==> src/rtl/uart_frame_gen_pkg.sv <==
// uart_frame_gen_pkg: parity mode encodings and serializer state type
package uart_frame_gen_pkg;
  localparam int PARITY_NONE = 0;
  localparam int PARITY_EVEN = 1;
  localparam int PARITY_ODD  = 2;
  typedef enum logic [2:0] {S_IDLE, S_START, S_DATA, S_PAR, S_STOP, S_GAP} state_t;
endpackage

==> src/rtl/uart_frame_gen_sync_fifo.sv <==
// sync_fifo: single-clock FIFO with occupancy count and dropped-write pulse
module sync_fifo #(
  parameter int W     = 8,
  parameter int DEPTH = 4
) (
  input  logic                     clk,
  input  logic                     rst,
  input  logic                     wr_en,
  input  logic [W-1:0]             wr_data,
  input  logic                     rd_en,
  output logic [W-1:0]             rd_data,
  output logic                     full,
  output logic                     empty,
  output logic [$clog2(DEPTH):0]   level,
  output logic                     overflow
);
  localparam int AW = $clog2(DEPTH);
  localparam int LW = AW + 1;
  logic [W-1:0]  mem [DEPTH];
  logic [AW-1:0] wptr, rptr;
  logic          push, pop;
  assign full    = level == LW'(DEPTH);
  assign empty   = level == '0;
  assign push    = wr_en && !full;
  assign pop     = rd_en && !empty;
  assign rd_data = mem[rptr];
  // pointers wrap naturally because DEPTH is a power of two
  always_ff @(posedge clk) begin
    if (rst) begin
      wptr     <= '0;
      rptr     <= '0;
      level    <= '0;
      overflow <= 1'b0;
    end else begin
      wptr     <= wptr + AW'(push);
      rptr     <= rptr + AW'(pop);
      level    <= level + LW'(push) - LW'(pop);
      overflow <= wr_en && full;
    end
  end
  // storage needs no reset; only entries between the pointers are ever read
  always_ff @(posedge clk) begin
    if (push) mem[wptr] <= wr_data;
  end
endmodule

==> src/rtl/uart_frame_gen.sv <==
// uart_frame_gen: FIFO-fed UART serializer with configurable frame format
module uart_frame_gen
  import uart_frame_gen_pkg::*;
#(
  parameter int DATA_W       = 8,
  parameter int FIFO_DEPTH   = 4,
  parameter int CLKS_PER_BIT = 8,
  parameter int PARITY       = 0,
  parameter int STOP_BITS    = 1,
  parameter int GAP_CLKS     = 0
) (
  input  logic                          clk,
  input  logic                          rst,
  input  logic                          wr_en,
  input  logic [DATA_W-1:0]             wr_data,
  output logic                          full,
  output logic                          empty,
  output logic [$clog2(FIFO_DEPTH):0]   level,
  output logic                          overflow,
  output logic                          tx,
  output logic                          busy,
  output logic                          frame_done
);
  localparam int CW = $clog2(CLKS_PER_BIT);
  localparam int BW = $clog2(DATA_W);
  localparam int GW = GAP_CLKS > 1 ? $clog2(GAP_CLKS) : 1;
  localparam logic [CW-1:0] C_LAST = CW'(CLKS_PER_BIT - 1);
  localparam logic [CW-1:0] C_PRE  = CW'(CLKS_PER_BIT - 2);
  localparam logic [BW-1:0] D_LAST = BW'(DATA_W - 1);
  localparam logic [BW-1:0] S_LAST = BW'(STOP_BITS - 1);
  localparam logic [GW-1:0] G_LAST = GW'(GAP_CLKS - 1);
  localparam logic [GW-1:0] G_PRE  = GW'(GAP_CLKS - 2);

  if (DATA_W < 5 || DATA_W > 9) begin : g_bad_data_w
    $error("uart_frame_gen: DATA_W must be 5..9");
  end
  if (FIFO_DEPTH < 2 || (FIFO_DEPTH & (FIFO_DEPTH - 1)) != 0) begin : g_bad_depth
    $error("uart_frame_gen: FIFO_DEPTH must be a power of two >= 2");
  end
  if (CLKS_PER_BIT < 2) begin : g_bad_cpb
    $error("uart_frame_gen: CLKS_PER_BIT must be >= 2");
  end
  if (PARITY < 0 || PARITY > 2) begin : g_bad_parity
    $error("uart_frame_gen: PARITY must be 0, 1 or 2");
  end
  if (STOP_BITS < 1 || STOP_BITS > 2) begin : g_bad_stop
    $error("uart_frame_gen: STOP_BITS must be 1 or 2");
  end
  if (GAP_CLKS < 0) begin : g_bad_gap
    $error("uart_frame_gen: GAP_CLKS must be >= 0");
  end

  state_t              state;
  logic [CW-1:0]       cnt;
  logic [BW-1:0]       bcnt;
  logic [GW-1:0]       gcnt;
  logic [DATA_W-1:0]   sh, head;
  logic                par, bit_end, fin, pre_last, pop;

  sync_fifo #(.W(DATA_W), .DEPTH(FIFO_DEPTH)) u_fifo (
    .clk      (clk),
    .rst      (rst),
    .wr_en    (wr_en),
    .wr_data  (wr_data),
    .rd_en    (pop),
    .rd_data  (head),
    .full     (full),
    .empty    (empty),
    .level    (level),
    .overflow (overflow)
  );

  // fin marks the frame's last cycle, pre_last the one before it so frame_done can be registered
  always_comb begin
    bit_end  = cnt == C_LAST;
    fin      = GAP_CLKS == 0 ? state == S_STOP && bit_end && bcnt == S_LAST
                             : state == S_GAP && gcnt == G_LAST;
    pre_last = GAP_CLKS == 0 ? state == S_STOP && bcnt == S_LAST && cnt == C_PRE
             : GAP_CLKS == 1 ? state == S_STOP && bcnt == S_LAST && bit_end
                             : state == S_GAP && gcnt == G_PRE;
    pop      = !empty && (state == S_IDLE || fin);
  end

  // serializer: a pop always launches a start bit, so back-to-back frames have no idle cycle
  always_ff @(posedge clk) begin
    if (rst) begin
      state      <= S_IDLE;
      tx         <= 1'b1;
      busy       <= 1'b0;
      frame_done <= 1'b0;
      cnt        <= '0;
      bcnt       <= '0;
      gcnt       <= '0;
      sh         <= '0;
      par        <= 1'b0;
    end else begin
      frame_done <= pre_last;
      cnt        <= (bit_end || state == S_IDLE || state == S_GAP) ? '0 : cnt + 1'b1;
      gcnt       <= state == S_GAP ? gcnt + 1'b1 : '0;
      if (pop) begin
        sh    <= head;
        par   <= ^head ^ (PARITY == PARITY_ODD);
        tx    <= 1'b0;
        busy  <= 1'b1;
        state <= S_START;
      end else if (fin) begin
        busy  <= 1'b0;
        state <= S_IDLE;
      end else if (bit_end) begin
        case (state)
          S_START: begin
            tx    <= sh[0];
            sh    <= sh >> 1;
            bcnt  <= '0;
            state <= S_DATA;
          end
          S_DATA: begin
            if (bcnt == D_LAST) begin
              tx    <= PARITY != PARITY_NONE ? par : 1'b1;
              bcnt  <= '0;
              state <= PARITY != PARITY_NONE ? S_PAR : S_STOP;
            end else begin
              tx   <= sh[0];
              sh   <= sh >> 1;
              bcnt <= bcnt + 1'b1;
            end
          end
          S_PAR: begin
            tx    <= 1'b1;
            state <= S_STOP;
          end
          S_STOP: begin
            if (bcnt == S_LAST) state <= S_GAP;
            else bcnt <= bcnt + 1'b1;
          end
          default: ;
        endcase
      end
    end
  end
endmodule

==> config.mk <==
export PLATFORM = sky130hd
export DESIGN_NAME = uart_frame_gen
export DESIGN_NICKNAME = d
export VERILOG_FILES = /design/src/rtl/uart_frame_gen_pkg.sv /design/src/rtl/uart_frame_gen_sync_fifo.sv /design/src/rtl/uart_frame_gen.sv
export SDC_FILE = /design/constraint.sdc
export NUM_CORES = 1
export LEC_CHECK = 0
export BUFFER_PORTS_ARGS = -buffer_cell sky130_fd_sc_hd__buf_4
export CAP_MARGIN = 20
export CORE_ASPECT_RATIO = 0.7
export CORE_MARGIN = 10
export CORE_UTILIZATION = 63
export DETAILED_ROUTE_END_ITERATION = 16
export GPL_ROUTABILITY_DRIVEN = 0
export HOLD_SLACK_MARGIN = 0.06
export MAX_ROUTING_LAYER = met4
export PLACE_DENSITY = 0.8
export SYNTH_ARGS = -nofsm -noshare
export SYNTH_HDL_FRONTEND = slang
export SYNTH_HIERARCHICAL = 1
export SYNTH_SLANG_ARGS = --single-unit
==> constraint.sdc <==
create_clock -name clk -period 7.8 [get_ports clk]
set_input_delay 1.17 -clock clk [delete_from_list [all_inputs] [get_ports clk]]
set_output_delay 1.17 -clock clk [all_outputs]
set_load 0.01 [all_outputs]
==> metrics.yaml <==
placed_design:
  portBuffers: 19
  dp_hpwl_um: 3500
drt:
  wire_per_inst_um: 18.0
  vias: 1636
  routed_wl_um: 4980
  dr.pass1.iters: 4
  drt.antenna.violating_nets: 0
  drc: 0
  drt_iter0_markers: 59
  routed_via_density: 5.93
clocking:
  cts_hold_buf: 0
  cts_resized: 0
  h-tree-depth: 3
  cts_tree: "yes"
  cts.sinks: 60
  clk_pin_slew_ns: 0.06
  cts_buffers: 9
  cts_root_buffer: "clkbuf_8"
  insertion_delay_ns: 0.34
  clk_path_buf_depth: 2
  postCtsSetupBuffers: 0
critical_path:
  crit_fanout: 21
  crit_type: "flip-flop to flip-flop"
  end_kind: "flip-flop"
  cp-start-kind: "flip-flop"
  worstPathRequired_ns: 8.03
  worstPathArrival_ns: 3.27
  reg2reg_slack_ns: 4.76
synth:
  synth.top_cells.by_area: "edfxtp_1, dfxtp_1, mux4_2, ha_1, mux2i_1"
  yosysSeqAreaShare: 0.585
  synth.most_common_cell: "edfxtp_1"
  synth_common_cells: "edfxtp_1, dfxtp_1, nor2_1, mux2i_1"
  synthArstFlopShare: 0
  synth_cell_type_count: 40
  synth_top_area_share: 0.369
  synth_area_sq_mm: 0.00260
  synth_edf_count: 32
  yosysTopAreaCell: "edfxtp_1"
  avgSynthCellArea_sq_um: 13.3
  ys_warn_count: 6
  ys_ff_latch: 60
  synth_nets: 215
  synthesis.instances: 195
  yosys_most_used_dff: "edfxtp_1"
floorplan:
  coreArea_sq_mm: 0.00395
  die_height_um: 73.8
  row_count: 19
  dieArea_sq_mm: 0.00714
  start_util: 0.659
  ios: 20
  dieWidth_um: 96.8
sta:
  fin_skew_ns: 0.00574
  rsz0062_at_grt: "false"
  relSlewSlack: 0.577
  setup_viol: 0
  holdWs_ns: 0.444
  max_freq_ghz: 0.329
  final_max_slew_viol_count: 0
  fin_setup_tns_ns: 0
  fin_crit_ns: 3.04
  finalHoldViolations: 0
  worst_pin_slew_ns: 0.633
  finalCritPeriodShare: 0.390
grt:
  grt.total_usage: 0.153
  grt_pass1_wl_um: 8180
  grt_max_degree: 22
  grt_pass1_vias: 1700
  gr-total-overflow: 0
  antenna_found_initial: 0
power:
  power.density_mw_per_mm2: 329
  swShare: 0.311
  internal_power_uw: 672
  combPwrFrac: 0.287
  p_leak_nw: 1.10
  seq_power_share: 0.451
  power_switching_uw: 303
  clkPwrFrac: 0.262
  vdd_drop_max_uv: 226
cells_and_area:
  area_growth_syn_to_layout_pct: 13.9
  fin_nets: 240
  fill_cells: 274
  drive_gt1_frac: 0.219
  n_antenna_cell: 0
job:
  drv_cap: 0
status:
  outcome: "completed"
worst_hold_path:
  holdCritPathClass: "flip-flop to flip-flop"
-- state kept, by name (all words and copies together) (netlist names), 2 cells and up --
name and count:
bcnt 3, cnt 3, sh 8, state 3, u_fifo/level 3, u_fifo/mem 32, u_fifo/rptr 2, u_fifo/wptr 2
-- path summary, 6_finish.rpt --
check        cells past startpoint  startpoint              end
min reg2reg                      2      cnt[2]       frame_done
min                              2      cnt[2]       frame_done
max reg2reg                     12      cnt[0]  u_fifo/level[2]
max                             12      cnt[0]  u_fifo/level[2]
-- through the flow --
stage	utilization	power (mW)	cell area (sq um)	cells	worst slack, ns
2_1_floorplan	-	0.650	2600	195	5.02
3_3_place_gp	0.705	0.705	2780	261	4.95
3_5_place_dp	0.705	0.723	2780	261	4.79
4_1_cts	0.751	0.982	2960	276	4.78
5_1_grt	0.751	1.03	2960	276	4.61
6_report	0.751	0.974	2960	276	4.76
-- critical path, cell delays in order (launching register included) --
cell,delay (ns)
dfxtp_1,0.37
ha_1,0.16
ha_1,0.22
nand3b_1,0.14
a2111oi_4,0.35
buf_4,0.32
o31ai_1,0.20
xnor2_1,0.17
ha_1,0.22
fa_1,0.38
xnor2_1,0.19
xnor2_1,0.15
nor2_1,0.06
-- layout make-up --
class	count	area, sq um	area share
tap	52	65.1	0.0220
multi-input combinational	116	987	0.333
clock buffer	9	124	0.0418
timing repair buffer	23	173	0.0583
sequential	60	1520	0.513
clock inverter	6	56.3	0.0190
inverter	10	37.5	0.0127
-- metal layers --
layer | part of all wire | GRT usage | vias up
li1 | - | - | 773
met4 | 0.011 | 0.0571 | 0
met1 | 0.44 | 0.168 | 809
met3 | 0.061 | 0.0684 | 8
met2 | 0.49 | 0.243 | 46
met5 | 0 | - | -
-- layout by cell type, fill, tap and decap left out, types with 3 or more instances in the layout --
master    count
edfxtp_1     32
dfxtp_1      28
buf_4        23
nor2_1       18
mux2i_1      10
inv_1         9
a21oi_1       9
clkbuf_8      9
ha_1          8
mux4_2        8
o41ai_1       7
nand2_1       6
nor2b_1       5
xor2_1        4
nor3_1        4
xnor2_1       4
o211ai_1      3
nand3_1       3
o21a_1        3
clkinv_1      3
nor3b_1       3
-- cells by family (layout without fill, tap and decap cells) --
group	Yosys count	after routing	synth area share
AOI/OAI and AO/OA	30	30	0.0875
xor gates and xnor gates	8	8	0.0269
adders and majority gates	9	9	0.0462
buffers and inverters	19	48	0.0356
DFF	60	60	0.585
muxes	18	18	0.108
and+or+nand+nor	51	51	0.111
-- power groups by stage --
stage	registers (mW)	logic [mW]	clock network, mW
finish	0.439	0.280	0.255
global route	0.448	0.307	0.277
CTS	0.440	0.280	0.262
detailed placement	0.446	0.277	0
global placement	0.440	0.265	0
floorplan	0.418	0.232	0
No activity file was read; power rests on OpenSTA's default activity.
